### src/rtl/rst_code_pkg.sv
// Shared reset-code line constants and types.
// The transmitter (sync board) and the backend receiver both import this package.
package rst_code_pkg;

    localparam int         RST_CODE_BITS   = 4;
    localparam logic [3:0] RST_CODE_IDLE   = 4'b1010;
    localparam logic [3:0] RST_CODE_ACTIVE = 4'b1100;

    // A clean run this long forgives earlier isolated error cycles.
    localparam int CLEAN_GAP = 8;

    // History holds one full frame plus the bit before it.
    localparam int HIST_W = RST_CODE_BITS + 1;

    // Both idle and active frames end in 0, so an active frame is always
    // preceded by a 0. Matching 0-1100 in the history finds the active frame
    // at any phase, and can never match inside an idle stream.
    localparam logic [HIST_W-1:0] DET_PATTERN = {1'b0, RST_CODE_ACTIVE};

    typedef enum logic {
        HUNT   = 1'b0,
        LOCKED = 1'b1
    } lock_state_e;

    // Legal streams never contain three equal consecutive bits.
    function automatic logic is_err_window(input logic [2:0] w);
        return (w == 3'b000) || (w == 3'b111);
    endfunction

endpackage

### src/rtl/rst_code_lock.sv
// Line-health tracker for the reset-code line.
// It hunts for a run of alternating bits to declare lock, then drops lock
// when error cycles pile up without a clean gap between them.
module rst_code_lock
    import rst_code_pkg::*;
#(
    parameter int LOCK_COUNT  = 16,
    parameter int UNLOCK_ERRS = 2
) (
    input  logic              sys_clk,
    input  logic              rst_n,
    input  logic [HIST_W-1:0] hist,
    output logic              locked
);

    localparam int ALIGN_W = $clog2(LOCK_COUNT + 1);
    localparam int BAD_W   = $clog2(UNLOCK_ERRS + 1);
    localparam int CLEAN_W = $clog2(CLEAN_GAP + 1);

    localparam logic [ALIGN_W-1:0] ALIGN_LAST = ALIGN_W'(LOCK_COUNT - 1);
    localparam logic [BAD_W-1:0]   BAD_LAST   = BAD_W'(UNLOCK_ERRS - 1);
    localparam logic [CLEAN_W-1:0] CLEAN_LAST = CLEAN_W'(CLEAN_GAP - 1);
    localparam logic [CLEAN_W-1:0] CLEAN_FULL = CLEAN_W'(CLEAN_GAP);

    lock_state_e        state;
    lock_state_e        state_nxt;
    logic [ALIGN_W-1:0] align_cnt;
    logic [BAD_W-1:0]   bad_cnt;
    logic [CLEAN_W-1:0] clean_cnt;
    logic               trans;
    logic               err_cyc;
    logic               unused_hist;

    assign trans   = hist[0] ^ hist[1];
    assign err_cyc = is_err_window(hist[2:0]);

    // The older history bits only matter to the frame detector in the top.
    assign unused_hist = ^hist[HIST_W-1:3];

    // State register
    always_ff @(posedge sys_clk or negedge rst_n) begin
        if (!rst_n) begin
            state <= HUNT;
        end else begin
            state <= state_nxt;
        end
    end

    // Next state: lock on the LOCK_COUNT-th consecutive transition, unlock on
    // the error cycle that brings bad_cnt up to UNLOCK_ERRS
    always_comb begin
        state_nxt = state;
        unique case (state)
            HUNT: begin
                if (trans && (align_cnt == ALIGN_LAST)) begin
                    state_nxt = LOCKED;
                end
            end
            LOCKED: begin
                if (err_cyc && (bad_cnt == BAD_LAST)) begin
                    state_nxt = HUNT;
                end
            end
            default: state_nxt = HUNT;
        endcase
    end

    // Output decode
    always_comb begin
        locked = (state == LOCKED);
    end

    // Alignment run: consecutive transitions seen while hunting
    always_ff @(posedge sys_clk or negedge rst_n) begin
        if (!rst_n) begin
            align_cnt <= '0;
        end else if ((state == HUNT) && (state_nxt == HUNT) && trans) begin
            align_cnt <= align_cnt + 1'b1;
        end else begin
            align_cnt <= '0;
        end
    end

    // Error bookkeeping while locked; fresh on every entry to LOCKED
    always_ff @(posedge sys_clk or negedge rst_n) begin
        if (!rst_n) begin
            bad_cnt   <= '0;
            clean_cnt <= '0;
        end else if ((state != LOCKED) || (state_nxt != LOCKED)) begin
            bad_cnt   <= '0;
            clean_cnt <= '0;
        end else if (err_cyc) begin
            bad_cnt   <= bad_cnt + 1'b1;
            clean_cnt <= '0;
        end else begin
            if (clean_cnt == CLEAN_LAST) begin
                bad_cnt <= '0;
            end
            if (clean_cnt != CLEAN_FULL) begin
                clean_cnt <= clean_cnt + 1'b1;
            end
        end
    end

endmodule

### src/rtl/rst_code_rx.sv
// Backend receiver for the serial reset-code line.
// Captures the line into a short history, detects active frames while the
// line is locked, and produces a reset strobe, a stretched reset and counters.
module rst_code_rx
    import rst_code_pkg::*;
#(
    parameter int LOCK_COUNT  = 16,
    parameter int UNLOCK_ERRS = 2,
    parameter int RST_HOLD    = 16
) (
    input  logic        sys_clk,
    input  logic        rst_n,
    input  logic        m_rst_in,
    output logic        locked,
    output logic        rst_pulse,
    output logic        rst_out,
    output logic [15:0] rst_count,
    output logic [7:0]  err_count
);

    localparam int                HOLD_W    = $clog2(RST_HOLD + 1);
    localparam logic [HOLD_W-1:0] HOLD_LOAD = HOLD_W'(RST_HOLD);

    logic [HIST_W-1:0] hist;
    logic [HOLD_W-1:0] hold_cnt;
    logic              det;
    logic              err_cyc;
    logic              fire;

    function automatic logic [7:0] sat_inc8(input logic [7:0] v);
        return (v == 8'hFF) ? v : v + 8'd1;
    endfunction

    // Input capture and bit history; hist[0] is the newest bit
    always_ff @(posedge sys_clk or negedge rst_n) begin
        if (!rst_n) begin
            hist <= '0;
        end else begin
            hist <= {hist[HIST_W-2:0], m_rst_in};
        end
    end

    assign det     = (hist == DET_PATTERN);
    assign err_cyc = is_err_window(hist[2:0]);
    assign fire    = locked & det;

    rst_code_lock #(
        .LOCK_COUNT  (LOCK_COUNT),
        .UNLOCK_ERRS (UNLOCK_ERRS)
    ) u_lock (
        .sys_clk (sys_clk),
        .rst_n   (rst_n),
        .hist    (hist),
        .locked  (locked)
    );

    // One-cycle strobe and wrapping count of detected active frames
    always_ff @(posedge sys_clk or negedge rst_n) begin
        if (!rst_n) begin
            rst_pulse <= 1'b0;
            rst_count <= '0;
        end else begin
            rst_pulse <= fire;
            if (fire) begin
                rst_count <= rst_count + 16'd1;
            end
        end
    end

    // Saturating count of illegal-pattern cycles seen while locked
    always_ff @(posedge sys_clk or negedge rst_n) begin
        if (!rst_n) begin
            err_count <= '0;
        end else if (locked && err_cyc) begin
            err_count <= sat_inc8(err_count);
        end
    end

    // Reset stretcher; a new detection restarts the hold, loss of lock does not cut it
    always_ff @(posedge sys_clk or negedge rst_n) begin
        if (!rst_n) begin
            hold_cnt <= '0;
        end else if (fire) begin
            hold_cnt <= HOLD_LOAD;
        end else if (hold_cnt != '0) begin
            hold_cnt <= hold_cnt - 1'b1;
        end
    end

    assign rst_out = (hold_cnt != '0);

endmodule

### config.mk
export PLATFORM = sky130hd
export DESIGN_NAME = rst_code_rx
export DESIGN_NICKNAME = d
export VERILOG_FILES = /design/src/rtl/rst_code_pkg.sv /design/src/rtl/rst_code_lock.sv /design/src/rtl/rst_code_rx.sv
export SDC_FILE = /design/constraint.sdc
export NUM_CORES = 1
export LEC_CHECK = 0
export ABC_CLOCK_PERIOD_IN_PS = 2530
export CORE_ASPECT_RATIO = 2
export CORE_MARGIN = 4
export CORE_UTILIZATION = 54
export CTS_CLUSTER_SIZE = 16
export DETAILED_ROUTE_END_ITERATION = 16
export PLACE_DENSITY_LB_ADDON = 0.05
export SYNTH_ARGS = -nofsm -noshare
export SYNTH_HDL_FRONTEND = slang
export SYNTH_SLANG_ARGS = --single-unit
### constraint.sdc
create_clock -name sys_clk -period 2.53 [get_ports sys_clk]
set_input_delay 0.253 -clock sys_clk [delete_from_list [all_inputs] [get_ports sys_clk]]
set_output_delay 0.253 -clock sys_clk [all_outputs]
set_load 0.01 [all_outputs]
==> impl_results.md, run 1 <==
- Status: completed
- Hold WS: 130.7 ps
- Max Buffers Root-to-Sink: 2
- Core area: 0.003844 sq mm
- CTS tree: yes
- Leak: 1.183 nW
- Clock Latency Late Sink: ~300 ps
- Residual DRC: 0
- Cells after synthesis: 198
- Crit end category: output pin
- Detailed Routing Iterations Pass 1: 4
- Final Hold Vio Count: 0
- Post-synth top area cell: dfrtp_1
- Slew HR: 31.65%
- Seq/Total Area, Yosys: 54.71%
- Initial antenna violation count: 0
- Crit path cell chain: inv_1 > ha_1 > nor4b_2 > inv_1 > clkdlybuf4s50_1
- Die Width: 52.62 um
- Post-DP HPWL: 3072 um
- Ant diodes: 0
- Top cell type's share of synthesized area: between 50% and 60%
- Biggest cell delay along the critical path: 510 ps
- Synthesized area per cell: roughly 11 sq um
- CP Data Required Time: 2280 ps
- Nets: 244
- Cell Area, Placed: 0.002480 sq mm
- RSZ-0062 raised after global routing: no
- Measured slew at the worst slew-check pin: between 1000 and 1500 ps
- DR WL/cell: 14.63 um
- Yosys warns: 0
- DRT antenna net count: 0
- CTS H-tree depth: 2
- WS Path Type: flip-flop to output pin
- Cell family with most CP delay: buffers and inverters
- Post-Synthesis Cell Area: 0.002150 sq mm
- Area growth syn-to-layout: 21.83%
- Critical-path cell with the highest stage delay: clkdlybuf4s50_1
- Area contributors post-synth: dfrtp_1 55%, ha_1 5.8%, xnor2_1 5.3%
- Die area: 0.005115 sq mm
- Synth async-reset ratio: 100.0%
- MaxCap Viol Count: 0
- # resized after CTS: 1
- Via density per instance: 5.265
- Initial Util: a little under three fifths
- Worst VDD drop: between 0.4 and 0.5 mV
- TNS Setup: 0 ps
- Worst path arrival time: 2100 ps
- Number of I/O port buffers: 29
- Largest net degree at the start of global routing: 48
- Fmax: 425.9 MHz
- 1st-iter DRT viols: 23
- Post-synthesis register bit count: 47
- Hold Buf Count CTS: 0
- CTS Buf Count: 5
- Power density over cell area: 636.3 mW/mm^2
- All-Layer GR Usage: 18.01%
- GRT overflow: 0
- # IOs: 30
- Final Setup Violations: 0
- DR vias: between 1000 and 1500
- Main synth FF type: dfrtp_1
- Root Buffer Master: clkbuf_8
- CP Max Fanout: 4
- Buf+Inv Stages, Crit Path: 3
- Most frequent cell after synthesis: dfrtp_1
- Min Tclk post-route: 2348 ps
- Final slew viol count: 0
- Final period utilization: 92.81%
- Synth top cells by count: 47 x dfrtp_1, 20 x nand2_1, 18 x nor2_1
- Clock sinks: between 40 and 50
- Unique cell type count in the Yosys netlist: 32
- Worst min-delay path class: input port to asynchronous set/reset pin
- Crit path top cell by count: inv_1
- Die height: 97.23 um
- Share of layout cells above drive strength 1: 8.621%
- First-pass GRT wire length: approximately 7100 um
- Vias in the first global route: between 1500 and 2000
- Clock Skew: 6.377 ps
- Critical path launch point type: flip-flop
- Number of enable flip-flop cells after synthesis: 0
- Row cnt: 32
- Worst-path clk slew: approximately 90 ps
- Routed wire length: roughly 4100 um
- Final Cell Area: between 0.002 and 0.003 sq mm
- Post-CTS Setup Repair Bufs: 0
- Synth Net Count: about 210
- Routability cong.: 0.7623
power by group:
part	internal, mW	total (mW)	switching (mW)
Clock	0.395	0.640	0.245
Combinational	0.0784	0.183	0.105
Sequential	0.797	0.843	0.0459
Total	1.27	1.67	0.396
final cells by class:
type	instances	area (sq um)
inverter	14	52.55
clock buffer	6	72.57
multi-input combinational	134	908.4
clock inverter	2	60.06
fill	320	1225
sequential	47	1176
timing repair buffer	29	285.3
tap	51	63.81
registers in the layout, indices dropped and copies added (netlist names):
name and count:
err_count 8, u_lock.clean_cnt 4, rst_count 16, hold_cnt 5
hist 5, rst_pulse 1, u_lock.locked 1, u_lock.align_cnt 5
u_lock.bad_cnt 2
per-layer routing:
metal  track usage [%]  wire length, um
met1             18.63             1578
met2             33.43             2394
met3             3.379              114
met4             6.890               53
met5                 0                0
placed cells by master (no fill, tap or decap), types with 2 or more instances in the layout:
cell type / instances
clkbuf_8: 5
mux2_2: 4
nand4_1: 7
o21ai_0: 2
clkdlybuf4s50_1: 28
nor2_1: 18
o211ai_1: 3
xor2_1: 8
inv_1: 13
ha_1: 10
a21oi_1: 5
nand3_1: 10
dfrtp_1: 47
mux2i_1: 4
and3_1: 5
xnor2_1: 13
o21a_1: 2
nor3_1: 8
or2_2: 2
nand2_1: 20
nand2b_1: 3
bufinv_16: 2
worst register-to-register path, cell delays in order (launching register included):
cell,delay [ps]
dfrtp_1,430
ha_1,250
nand2_1,90
or2_2,340
o21ai_0,370
mux2_2,390
metrics by stage:
stage	power, mW	cells	setup WS [ps]	util (%)
2_1_floorplan	0.9599	198	756.6	-
3_3_place_gp	1.001	275	530.0	64.52
3_5_place_dp	1.033	275	295.7	64.52
4_1_cts	1.685	283	189.9	68.13
5_1_grt	1.743	283	14.18	68.13
6_report	1.666	283	181.9	68.13
final timing paths:
kind | start | to | slack [ps] | depth (start not counted)
min | rst_n | u_lock.clean_cnt[1] | 130 | 1
max | hold_cnt[0] | rst_out | 180 | 5
min in group sys_clk | hist[3] | hist[4] | 400 | 0
min reg2reg | hist[3] | hist[4] | 400 | 0
max reg2reg | err_count[0] | err_count[1] | 550 | 5
max in group asynchronous | rst_n | u_lock.align_cnt[4] | 1770 | 1
cell families (layout without fill, tap and decap cells):
kind of cell	after synthesis	count (layout)	synth area share (%)
AOI/OAI and AO/OA	14	14	4.016
xor gates and xnor gates	21	21	8.557
adders and majority gates	10	10	5.821
buffers and inverters	17	51	3.318
DFF	47	47	54.71
muxes	8	8	3.958
and+or+nand+nor	81	81	19.62
Note: power is estimated with default switching activity, not from simulation.
==> run 2: changes to the inputs <==
CORE_MARGIN = 1.5   (was 4)
==> impl_results.md, run 2 (synthesized netlist as in run 1, its figures left out) <==
- Status: completed
- Core area: 0.003844 sq mm
- Power density over cell area: 609.2 mW/mm^2
- Slew HR: 32.40%
- Switching Share: 24.53%
- Nets: 244
- Number of I/O port buffers: 29
- All-Layer GR Usage: about 22%
- First-pass GRT wire length: 7238 um
- Worst path arrival time: around 2000 ps
- Row cnt: 32
- Largest net degree at the start of global routing: 48
- DRT antenna net count: 0
- Clock power frac: 35.2%
- Min Tclk post-route: 2294 ps
- Gate power share: 11.8%
- MaxCap Viol Count: 0
- Final Setup Violations: 0
- Detailed Routing Iterations Pass 1: 4
- CTS tree: yes
- RSZ-0062 raised after global routing: no
- Initial antenna violation count: 0
- GRT overflow: 0
- TNS Setup: 0 ps
- Routability cong.: approximately 0.8
- Area growth syn-to-layout: 21.13%
- Final Hold Vio Count: 0
- Sequential power share: 53.0%
- Fmax: 435.9 MHz
- Setup WS post-layout: 235.9 ps
- Final Cell Area: 0.002604 sq mm
- Area taken by flip-flops and latches: 0.001176 sq mm
- Cell family with most CP delay: buffers and inverters
- Critical path launch point type: flip-flop
- Critical-path cell with the highest stage delay: clkdlybuf4s50_1
- Biggest cell delay along the critical path: 510 ps
- Routed wire length: between 4000 and 5000 um
- CP Max Fanout: 4
- Final slew viol count: 0
- Root Buffer Master: clkbuf_8
- Final period utilization: between 90% and 100%
- Multi-input gate area: 908.4 sq um
- Die height: about 92 um
- Largest register FFs: 16
- Setup slack at placement: 338.9 ps
- Die area: roughly 0.0044 sq mm
- Switching power: ~390 uW
- Share of layout cells above drive strength 1: 9.052%
- Worst-path clk slew: 80 ps
- Cell Area, Placed: 0.002480 sq mm
- Clock Latency Late Sink: 290 ps
- Commonest cells after routing, fill and taps aside: 47 x dfrtp_1, 28 x clkdlybuf4s50_1, 20 x nand2_1
- # IOs: 30
- Worst min-delay path class: input port to asynchronous set/reset pin
- Post-DP HPWL: between 3000 and 4000 um
- Biggest regs: rst_count x16, err_count x8
- Crit path top cell by count: inv_1
- DR vias: 1542
- WS Path Type: flip-flop to output pin
- Worst VDD drop: 0.4545 mV
- Leak: 1.179 nW
- Commonest non-fill, non-tap cell in the layout: dfrtp_1
- Biggest register: rst_count
- Buf+Inv Stages, Crit Path: 3
- Max Buffers Root-to-Sink: 2
- Via density per instance: 5.449
- Clock Skew: 5.517 ps
- Die Width: 47.62 um
- Measured slew at the worst slew-check pin: 1014 ps
- CTS Buf Count: 5
- Post-CTS Setup Repair Bufs: 0
- Pint: 1.197 mW
- Fillers: 317
- Clock sinks: 47
- CP Data Required Time: 2280 ps
- Crit end category: output pin
- Initial Util: 55.92%
- Residual DRC: 0
- Ant diodes: 0
- 1st-iter DRT viols: 13
- Util after Layout: around 68%
- Vias in the first global route: 1684
- DR WL/cell: 14.57 um
- Crit path cell chain: inv_1 > ha_1 > nor4b_2 > inv_1 > clkdlybuf4s50_1
- CTS H-tree depth: 2
- Tot Pwr: 1.586 mW
[run 2: what timing repair did]
| item | 4_1_cts | 5_1_grt |
|---|---|---|
| resized for setup | 1 | 0 |
| setup endpoints to repair | 1 | 0 |
| hold buffers | 0 | 0 |
[run 2: metal layers]
layer	routed length [um]	up-vias	global-route usage, %
met5	0	-	0
met4	129	0	10.36
met3	115	11	4.528
met2	2373	36	38.63
met1	1506	759	24.67
li1	-	736	-
[run 2: power by group through the flow]
stage,combinational (mW),sequential (mW),clock [mW]
after floorplan,0.119,0.841,0
after global placement,0.158,0.844,0
after detailed placement,0.179,0.852,0
after CTS,0.184,0.840,0.578
after global routing,0.215,0.848,0.607
final,0.188,0.841,0.558
[run 2: final timing paths]
kind,cells past startpoint,from,slack [ps],endpoint
worst min register to register,0,hist[3],400,hist[4]
min in group sys_clk,0,hist[3],400,hist[4]
worst max register to register,5,err_count[0],570,err_count[1]
worst max-delay path,5,hold_cnt[0],240,rst_out
worst min-delay path,1,rst_n,130,rst_count[6]
max in group asynchronous,1,rst_n,1770,err_count[1]
[run 2: stage by stage]
| stage | instances | hold WS (ps) |
|---|---|---|
| floorplan | 198 | -42.59 |
| global placement | 275 | 362.3 |
| detailed placement | 275 | 379.8 |
| CTS | 283 | 163.9 |
| global route | 283 | 225.1 |
| finish | 283 | 131.9 |
[run 2: layout make-up]
class,count,area share (%)
clock inverter,2,1.346
clock buffer,6,3.172
sequential,47,45.17
tap,51,2.451
multi-input combinational,134,34.89
inverter,14,2.018
timing repair buffer,29,10.96
==> run 3: changes to the inputs <==
==> constraint.sdc (replaced) <==
create_clock -name sys_clk -period 2.53 [get_ports sys_clk]
set_input_delay 0.3795 -clock sys_clk [delete_from_list [all_inputs] [get_ports sys_clk]]
set_output_delay 0.3795 -clock sys_clk [all_outputs]
set_load 0.01 [all_outputs]
==> impl_results.md, run 3 (synthesized netlist as in run 1, its figures left out) <==
- Slew HR: 61.72%
- CTS Buf Count: 5
- Routed wire length: ~4000 um
- Clock power frac: 35.6%
- Power density over cell area: 606.0 mW/mm^2
- RR Startpoint: err_count[0]
- Die height: 92.23 um
- Setup slack at placement: between 400 and 500 ps
- Critical-path cell with the highest stage delay: clkdlybuf4s50_1
- Sequential power share: 52.9%
- Clock Latency Late Sink: 290 ps
- Top layer in use: met4
- Post-CTS Setup Repair Bufs: 0
- CTS tree: yes
- Crit path cell chain: inv_1 > ha_1 > nor4b_1 > buf_4 > inv_1 > clkdlybuf4s50_1
- Worst-path clk slew: 90 ps
- Worst VDD drop: 0.5852 mV
- Commonest non-fill, non-tap cell in the layout: dfrtp_1
- Switching Share: 24.30%
- Measured slew at the worst slew-check pin: around 570 ps
- Hold Buf Count CTS: 0
- Final Setup Violations: 0
- Residual DRC: 0
- Switching power: 384.7 uW
- Worst Reg-to-Reg Cells: 5
- Fmax: 421.2 MHz
- Vias in the first global route: around 1600
- MaxCap Viol Count: 0
- Ant diodes: 0
- Final Cell Area: 0.002613 sq mm
- Initial antenna violation count: 0
- Reg2Reg Capture Point: err_count[1]
- DR vias: 1543
- Final Hold Vio Count: 0
- Clock sinks: 47
- Post-DP HPWL: 3095 um
- Biggest cell delay along the critical path: 480 ps
- Hold WS: 161.4 ps
- Leak: ~1.2 nW
- DRT antenna net count: 0
- Via density per instance: 5.414
- Pint: 1.198 mW
- CP Data Required Time: 2150 ps
- Metal2 WL: 2334 um
- Die area: 0.004391 sq mm
- Min Tclk post-route: 2374 ps
- Area growth syn-to-layout: 21.54%
- Critical path launch point type: flip-flop
- Max Buffers Root-to-Sink: 2
- Share of layout cells above drive strength 1: 9.402%
- TNS Setup: 0 ps
- Cell Area, Placed: about 0.0025 sq mm
- Initial Util: a little under three fifths
- Met1 WL: 1477 um
- Nets: ~250
- Worst min-delay path class: input port to asynchronous set/reset pin
- Largest register FFs: 16
- First-pass GRT wire length: between 6000 and 7000 um
- Crit path top cell by count: inv_1
- CP Max Fanout: 4
- Clock Skew: 6.068 ps
- 1st-iter DRT viols: 18
- Setup WS post-layout: 155.6 ps
- Final slew viol count: 0
- Routability cong.: roughly 0.9
- Largest net degree at the start of global routing: 48
- Finished Layout Cells: 285
- Flop-to-flop setup slack: 620 ps
- Die Width: 47.62 um
- Final period utilization: 93.85%
- Biggest register: rst_count
- Row cnt: 32
- RSZ-0062 raised after global routing: no
- Root Buffer Master: clkbuf_8
- Status: completed
- Detailed Routing Iterations Pass 1: 4
- Biggest regs: rst_count x16, err_count x8
- Crit path from: hold_cnt[0]
- # IOs: 30
- Worst path arrival time: 1990 ps
- GRT overflow: 0
- Number of I/O port buffers: 29
- DR WL/cell: about 14 um
- Placed cells: 277
- CTS H-tree depth: 2
- WS Path Type: flip-flop to output pin
- All-Layer GR Usage: 20.98%
- # resized after CTS: 0
- DR WL met3: between 100 and 150 um
- Commonest cells after routing, fill and taps aside: 47 x dfrtp_1, 28 x clkdlybuf4s50_1, 20 x nand2_1
- Core area: between 0.003 and 0.004 sq mm
- Crit end category: output pin
- Gate power share: 11.4%
[run 3: changes by cell type in the layout (fill, tap and decap cells not counted)]
cell	change
nor4b_1	+1
nor4b_2	-1
buf_4	+2
[run 3: cell type report]
cell class,instances,area [sq um]
Clock buffer,6,82.58
Clock inverter,2,35.03
Fill cell,302,1231
Inverter,14,52.55
Multi-Input combinational cell,134,902.1
Sequential cell,47,1176
Tap cell,51,63.81
Timing Repair Buffer,31,300.3
[run 3: worst max-delay path: cells and delay by family (launching register included)]
kind                       cells  cell delay [ps]
adders and majority gates      1              200
DFF                            1              410
buffers and inverters          4              820
and+or+nand+nor                1              280
[run 3: per-layer routing]
| metal | up-vias | GRT usage (%) |
|---|---|---|
| li1 | 739 | - |
| met1 | 758 | 22.63 |
| met2 | 37 | 36.94 |
| met3 | 9 | 2.559 |
| met4 | 0 | 10.36 |
| met5 | - | 0 |
[run 3: how the worst max path moves through the flow]
stage / to
global placement: rst_out
floorplan: err_count[1]
finish: rst_out
CTS: rst_out
global route: rst_out
detailed placement: rst_out
[run 3: power by group through the flow]
stage / sequential (mW) / combinational [mW] / clock, mW
after CTS: 0.838 / 0.185 / 0.578
after global placement: 0.844 / 0.168 / 0
final: 0.838 / 0.181 / 0.564
after global routing: 0.845 / 0.208 / 0.603
after detailed placement: 0.855 / 0.184 / 0
after floorplan: 0.841 / 0.119 / 0
[run 3: through the flow]
step / utilization [%] / power [mW]
after floorplan: - / 0.9599
after global routing: 67.97 / 1.657
final: 67.97 / 1.583
after global placement: 64.91 / 1.012
after detailed placement: 64.91 / 1.038
after CTS: 67.97 / 1.601
